===== config.mk =====
export PLATFORM = sky130hd
export DESIGN_NAME = frame_slot_scheduler
export DESIGN_NICKNAME = d
export VERILOG_FILES = /design/src/rtl/frame_slot_scheduler.sv
export SDC_FILE = /design/constraint.sdc
export NUM_CORES = 1
export LEC_CHECK = 0
export ABC_CLOCK_PERIOD_IN_PS = 2600
export BUFFER_PORTS_ARGS = -buffer_cell sky130_fd_sc_hd__buf_4
export CORE_MARGIN = 3
export CORE_UTILIZATION = 30
export CTS_CLUSTER_SIZE = 8
export DETAILED_ROUTE_END_ITERATION = 7
export GPL_ROUTABILITY_DRIVEN = 0
export SYNTH_ARGS = -nofsm -noshare
export SYNTH_HDL_FRONTEND = slang
export SYNTH_SLANG_ARGS = --single-unit

===== constraint.sdc =====
create_clock -name clk -period 2.6 [get_ports clk]
set_input_delay 0.52 -clock clk [delete_from_list [all_inputs] [get_ports clk]]
set_output_delay 0.52 -clock clk [all_outputs]
set_load 0.03 [all_outputs]

===== src/rtl/frame_slot_scheduler.sv =====
// frame_slot_scheduler
// Frame tick generator plus a one-grant-per-frame round-robin arbiter that
// shares the screen/update slot among four requesters. Each grant ends on
// done or on a forced release after TIMEOUT cycles.
module frame_slot_scheduler #(
    parameter int unsigned PERIOD  = 10000,
    parameter int unsigned CNT_W   = 19,
    parameter int unsigned TIMEOUT = 1023,
    parameter int unsigned TO_W    = 10
) (
    input  logic       clk,
    input  logic       reset,
    input  logic       enable,
    input  logic [3:0] req,
    input  logic       done,
    input  logic       clr_overrun,
    output logic       tick,
    output logic [3:0] grant,
    output logic       busy,
    output logic [1:0] last_id,
    output logic       timeout_err,
    output logic       overrun
);

    typedef enum logic [1:0] {
        S_IDLE    = 2'd0,
        S_ARB     = 2'd1,
        S_GRANT   = 2'd2,
        S_RELEASE = 2'd3
    } state_t;

    localparam logic [CNT_W-1:0] CNT_LAST = CNT_W'(PERIOD - 1);
    localparam logic [TO_W-1:0]  TO_LAST  = TO_W'(TIMEOUT - 1);

    // Round-robin search that starts one position after the last served requester
    function automatic logic [1:0] rr_pick(input logic [3:0] r, input logic [1:0] last);
        logic [1:0] idx;
        logic [1:0] pick;
        logic       found;
        idx   = last;
        pick  = 2'd0;
        found = 1'b0;
        for (int k = 0; k < 4; k++) begin
            idx = idx + 2'd1;
            if (!found && r[idx]) begin
                pick  = idx;
                found = 1'b1;
            end else begin
                pick  = pick;
            end
        end
        return pick;
    endfunction

    // Binary index to one-hot grant vector
    function automatic logic [3:0] onehot(input logic [1:0] i);
        return 4'b0001 << i;
    endfunction

    logic [CNT_W-1:0] cnt_q, cnt_d;
    logic             tick_q, tick_d;
    state_t           state_q, state_d;
    logic [1:0]       winner_q, winner_d;
    logic [3:0]       grant_q, grant_d;
    logic [TO_W-1:0]  to_cnt_q, to_cnt_d;
    logic [1:0]       last_id_q, last_id_d;
    logic             busy_q, busy_d;
    logic             timeout_err_q, timeout_err_d;
    logic             overrun_q, overrun_d;
    logic [1:0]       pick_s;

    // Frame counter: runs 0..PERIOD-1 while enabled and flags the wrap as a tick
    always_comb begin
        cnt_d  = cnt_q;
        tick_d = 1'b0;
        if (enable) begin
            if (cnt_q == CNT_LAST) begin
                cnt_d  = {CNT_W{1'b0}};
                tick_d = 1'b1;
            end else begin
                cnt_d  = cnt_q + CNT_W'(1);
            end
        end else begin
            cnt_d = {CNT_W{1'b0}};
        end
    end

    // Slot FSM: next state, winner latch, grant vector, timeout and overrun tracking
    always_comb begin
        state_d       = state_q;
        winner_d      = winner_q;
        grant_d       = grant_q;
        to_cnt_d      = to_cnt_q;
        last_id_d     = last_id_q;
        timeout_err_d = 1'b0;
        pick_s        = rr_pick(req, last_id_q);

        case (state_q)
            S_IDLE: begin
                grant_d = 4'b0000;
                if (tick_q && (req != 4'b0000)) begin
                    state_d = S_ARB;
                end else begin
                    state_d = S_IDLE;
                end
            end
            S_ARB: begin
                if (req == 4'b0000) begin
                    state_d = S_IDLE;
                end else begin
                    winner_d = pick_s;
                    grant_d  = onehot(pick_s);
                    to_cnt_d = {TO_W{1'b0}};
                    state_d  = S_GRANT;
                end
            end
            S_GRANT: begin
                // done takes precedence over a timeout landing in the same cycle
                if (done) begin
                    grant_d = 4'b0000;
                    state_d = S_RELEASE;
                end else if (to_cnt_q == TO_LAST) begin
                    grant_d       = 4'b0000;
                    timeout_err_d = 1'b1;
                    state_d       = S_RELEASE;
                end else begin
                    to_cnt_d = to_cnt_q + TO_W'(1);
                end
            end
            S_RELEASE: begin
                grant_d   = 4'b0000;
                last_id_d = winner_q;
                to_cnt_d  = {TO_W{1'b0}};
                state_d   = S_IDLE;
            end
            default: begin
                grant_d = 4'b0000;
                state_d = S_IDLE;
            end
        endcase

        busy_d = (state_d != S_IDLE);

        // A tick that finds the slot occupied is dropped and recorded; set beats clear
        if (tick_q && (state_q != S_IDLE)) begin
            overrun_d = 1'b1;
        end else if (clr_overrun) begin
            overrun_d = 1'b0;
        end else begin
            overrun_d = overrun_q;
        end
    end

    // State and output registers; reset drops grant without waiting for a clock
    always_ff @(posedge clk or negedge reset) begin
        if (!reset) begin
            cnt_q         <= {CNT_W{1'b0}};
            tick_q        <= 1'b0;
            state_q       <= S_IDLE;
            winner_q      <= 2'd0;
            grant_q       <= 4'b0000;
            to_cnt_q      <= {TO_W{1'b0}};
            last_id_q     <= 2'd3;
            busy_q        <= 1'b0;
            timeout_err_q <= 1'b0;
            overrun_q     <= 1'b0;
        end else begin
            cnt_q         <= cnt_d;
            tick_q        <= tick_d;
            state_q       <= state_d;
            winner_q      <= winner_d;
            grant_q       <= grant_d;
            to_cnt_q      <= to_cnt_d;
            last_id_q     <= last_id_d;
            busy_q        <= busy_d;
            timeout_err_q <= timeout_err_d;
            overrun_q     <= overrun_d;
        end
    end

    assign tick        = tick_q;
    assign grant       = grant_q;
    assign busy        = busy_q;
    assign last_id     = last_id_q;
    assign timeout_err = timeout_err_q;
    assign overrun     = overrun_q;

endmodule


# Word-level counts from Yosys, hierarchy flattened
# Cells that the tools add are included.
# totals
reg_bits,43
in_bits,9
# classes
add_sub_neg,6
magnitude_cmp,4
eq_ne,9
shift,1
mux,37
n_bitwise,1
reduce_logical,19
# op_table
operator,count
19-bit two-way mux,2
10-bit two-way mux,3
10-bit case mux with 3 select lines,1
"19-bit by 1-bit adder with 19-bit output, second input constant",1
"19-bit by 14-bit == test with 1-bit output, second input constant",1
1-bit two-way mux,15
2-bit two-way mux,7
"2-bit by 3-bit less-than comparator with 1-bit output, second input constant",4
4-bit two-way mux,3
4-bit case mux with 3 select lines,1
"10-bit by 1-bit adder with 10-bit output, second input constant",1
"10-bit == test, second input constant",1
"2-bit by 1-bit adder with 2-bit output, second input constant",4
1-bit binary-select mux with 2-bit select,4
2-bit case mux with 4 select lines,1
"2-bit != test, second input constant",3
2-bit nonzero test,3
1-bit logical AND,5
"2-bit == test, second input constant",2
4-bit zero test,1
2-bit AND reduction,2
4-bit AND reduction,1
4-bit nonzero test,1
"1-bit by 2-bit << shifter with 4-bit output, first input constant",1
other kinds (7),9

# Depth between registers and ports, before layout
# depth
depth_word,16
depth_mapped,7
mapped_depth_nobuf,6

# Worst setup path after synthesis
# OpenSTA, ideal clock, no wires.
# synth_timing
path_kind,input port to flip-flop
start,input port req[1]
end,register to_cnt_q[6]
setup_ns,0.122
arrival_time_ns,1.603
t_required_ns,2.478
path_slack_ns,0.875
cell_stages,5
path_cell_list,or4_1 buf_6 o21ai_4 nor3_2 a32o_1
# synth_via
elab_chain_len,3
# synth_rtl
element,line,text
"start, declared",14,"input logic [3:0] req,"
4-bit zero test,108,if (req == 4'b0000) begin
2-bit != test (no source line),-,
4-bit AND reduction (no source line),-,
"end signal, assigned",162,to_cnt_q <= {TO_W{1'b0}};
"end signal, assigned",173,to_cnt_q <= to_cnt_d;
"end, declared",65,"logic [TO_W-1:0] to_cnt_q, to_cnt_d;"
# No other way between the ends.
# A chain may end at the register's enable or synchronous reset.

# Worst setup path in the final report
# layout_timing
start,register to_cnt_q[0]
end,register to_cnt_q[6]
# layout_via
elab_chain_len,4
word_cells_on_any_way,7
cone_classes,add/sub (1); eq/ne (2); mux (3); reduce/logical (1)
# layout_rtl
element,line,text
10-bit by 1-bit adder with 10-bit output,127,to_cnt_d = to_cnt_q + TO_W'(1);
10-bit two-way mux,122,end else if (to_cnt_q == TO_LAST) begin
10-bit two-way mux,119,if (done) begin
10-bit case mux with 3 select lines,98,case (state_q)
# Parallel ways exist; a longest one is shown, timed or not. The select of a mux whose other input is x is not followed.

==> flow_summary.ini <==
[clocking]
cts_setup_buffers = 0
cts_resized = 0
cts_tree = built
holdBufCountCts = 0
cts_buffers = 5
path_clk_slew_ns = 0.08
cts-root-buf = clkbuf_8
cts_buffer_depth = 2
clock_latency_ns = 0.29
clock-sinks = 43
cts_htree_levels = 2

[synth]
syn_area_per_cell_um2 = 9.890
synth_top_area_cell = dfrtp_1
synth_edf_count = 0
synth_area_leaders = dfrtp_1 45%, xor2_1 5.0%, nand3_1 3.9%
netlist_area_um2 = 2285
syn_inst = 231
seq_area_frac_synth_pct = 47.21
ys_types = 55
synth_ff_type = dfrtp_1
async_flop_share_pct = 100.0
synth_top_area_share_pct = 44.91
ys_ff_latch = 43
synth_fp_nets = 243
synth-warning-count = 0

[global_routing]
grt_pass1_vias = 1719
grt-ovfl-total = 0
grt_max_degree = 44
grt_pass1_wl_um = 8197
antenna_found_initial = 0
track_usage_pct = 11.50

[worst_setup_path]
r2r-start = to_cnt_q[0]$_DFFE_PN0P_
cp_max_fo = 15
worstSetupPathType = flop to flop
critPathSlowestCell = o31ai_4
reg2reg_depth = 6
cp-end-kind = flop
cp-startpoint = to_cnt_q[0]$_DFFE_PN0P_
rrSetupSlack_ns = 0.73
cpPeakStageDelay_ns = 0.58
endpoint = to_cnt_q[6]$_DFFE_PN0P_
timing.rr.end = to_cnt_q[6]$_DFFE_PN0P_
critPathArrivalTime_ns = 2.05
crit_required_ns = 2.79
crit_chain = inv_1, ha_1, nand2_1, o31ai_4, nor3_2, a32o_1
worstSetupStartpointType = flop

[detailed_routing]
drc = 0
drt-initial-drc-count = 70
routedWlPerCell_um = 13.46
via_per_inst = 5.055
routed.top_layer = met4
drtAntennaViolNets = 0
finalWirelength_um = 4685
via_count = 1759
wl_met3_um = 176
wirelength_met1_um = 2288
route.met2.wl_um = 2193
dr.pass1.iters = 4

[sta]
fmax_ghz = 0.5356
hold_viol = 0
rsz0062_at_grt = false
setup_viol = 0
fin_worst_skew_ns = 0.005159
tns_ns = 0
max_slew.worst_pin.slew_ns = 0.7499
min_period_over_period_pct = 71.81
slew_viol_final = 0
slew_headroom_pct = 50.00
period_needed_ns = 1.867

[placement]
place_hpwl_um = 3277
port-buffer-count = 18
dp.cells = 340
placed_cell_area_um2 = 2492

[status]
outcome = complete, no violations

[power_and_ir_drop]
leakage_nw = 1.092
p_total_mw = 1.991
p_per_area_nw_per_um2 = 762.9
ir_worst_vdd_uv = 221.6

[finish]
final_nets = 260
post-route-util_pct = 35.60
fin_area_um2 = 2610
n_fill_cell = 738
drive_gt1_share_pct = 16.47
final_cells = 348
antenna_cells = 0
areaGrowthSynthToFinish_pct = 14.24

[floorplan]
rows = 31
core-area_um2 = 7331
die_w_um = 93.27
chipHeight_um = 93.27
die_area_um2 = 8698
start_util_pct = 31.17
ios = 19

[flow_run]
drv_cap = 0

[worst_hold_path]
hold_path.class = input port to asynchronous set/reset pin
[flip-flops by register name, summed over array words and instances (netlist names)]
| register | count |
|---|---|
| cnt_q | 19 |
| to_cnt_q | 10 |
| grant | 4 |
| last_id | 2 |
| state_q | 2 |
| winner_q | 2 |
| busy | 1 |
| overrun | 1 |
| tick | 1 |
| timeout_err | 1 |
[synth_stat cells, types with 3 or more instances]
cell,count
dfrtp_1,41
nor2_1,22
nand3_1,18
nand2_1,14
xor2_1,13
inv_1,11
nand4_1,10
o21ai_0,10
a21oi_1,8
and4_1,5
o21ai_1,4
or4_1,4
a211o_1,3
a32o_1,3
buf_4,3
ha_1,3
nor3_1,3
nor4_1,3
o211ai_1,3
[cell type report]
type	instances	area, µm²	share of cell area (%)
Clock buffer	6	82.58	3.164
Multi-Input combinational cell	168	1110	42.52
Clock inverter	2	35.03	1.342
Tap cell	99	123.9	4.746
Sequential cell	43	1079	41.32
Timing Repair Buffer	18	135.1	5.177
Inverter	12	45.04	1.726
[cell usage in the layout, fill, tap and decap left out, types with 2 or more instances in the layout]
cell      synthesis  layout
or4_1             4       4
a32o_1            3       3
or3_1             2       2
nor3_1            3       3
buf_4             3      18
and4_1            5       5
o22ai_1           2       2
o21ai_0          10      10
xor2_1           13      13
inv_1            11      11
ha_1              3       3
nand2_1          14      14
mux2_2            2       2
dfstp_2           2       2
dfrtp_1          41      41
o311ai_1          2       2
o32ai_1           2       2
and3_1            2       2
o21ai_2           2       2
xnor2_1           2       2
a21oi_1           8       8
nor3_2            2       2
nand2b_1          2       2
nand3_1          18      18
o22a_1            2       2
nand4_1          10      10
a211o_1           3       3
o211ai_1          3       3
nor2_1           22      22
clkbuf_8          0       6
o21ai_1           4       4
nor4_1            3       3
[per-stage QoR]
| stage | setup WS, ns | hold slack, ns |
|---|---|---|
| floorplan | 0.8752 | 0.2244 |
| global placement | 0.5355 | 0.4577 |
| detailed placement | 0.4966 | 0.4664 |
| CTS | 0.7389 | 0.2278 |
| global route | 0.5478 | 0.2434 |
| finish | 0.7330 | 0.2030 |
[routing by layer]
layer	track usage, %	up-vias
li1	-	892
met1	15.94	841
met2	18.11	21
met3	3.138	5
met4	2.198	0
met5	0	-
[how the worst min path moves through the flow]
stage	depth (start not counted)	to	slack, ns	from
2_1_floorplan	0	busy$_DFF_PN0_	0.22	reset
3_3_place_gp	2	winner_q[1]$_DFFE_PN0P_	0.46	winner_q[1]$_DFFE_PN0P_
3_5_place_dp	2	winner_q[0]$_DFFE_PN0P_	0.47	winner_q[0]$_DFFE_PN0P_
4_1_cts	1	to_cnt_q[4]$_DFFE_PN0P_	0.23	reset
5_1_grt	1	to_cnt_q[4]$_DFFE_PN0P_	0.24	reset
6_report	1	to_cnt_q[4]$_DFFE_PN0P_	0.20	reset
[kinds of logic (layout without fill, tap and decap cells)]
group | after synthesis | count (layout) | synth area share (%)
adders and majority gates | 3 | 3 | 1.643
AOI/OAI and AO/OA | 52 | 52 | 16.92
muxes | 3 | 3 | 1.424
xor gates and xnor gates | 15 | 15 | 5.750
DFF | 43 | 43 | 47.21
buffers and inverters | 20 | 38 | 4.217
and+or+nand+nor | 95 | 95 | 22.84
[critical path: cells and delay by family (launching register included)]
kind | cells | cell delay [ns]
AO/OA/AOI/OAI | 2 | 0.81
flip-flops | 1 | 0.44
adder cells (fa/ha/maj) | 1 | 0.15
buffers and inverters | 1 | 0.12
AND/OR/NAND/NOR | 2 | 0.23
[power breakdown]
part	switching, mW	total, mW	internal [mW]
combinational	0.345	0.552	0.208
clock	0.224	0.534	0.311
sequential	0.137	0.904	0.768
total	0.705	1.99	1.29
Note: power is estimated with default switching activity, not from simulation.
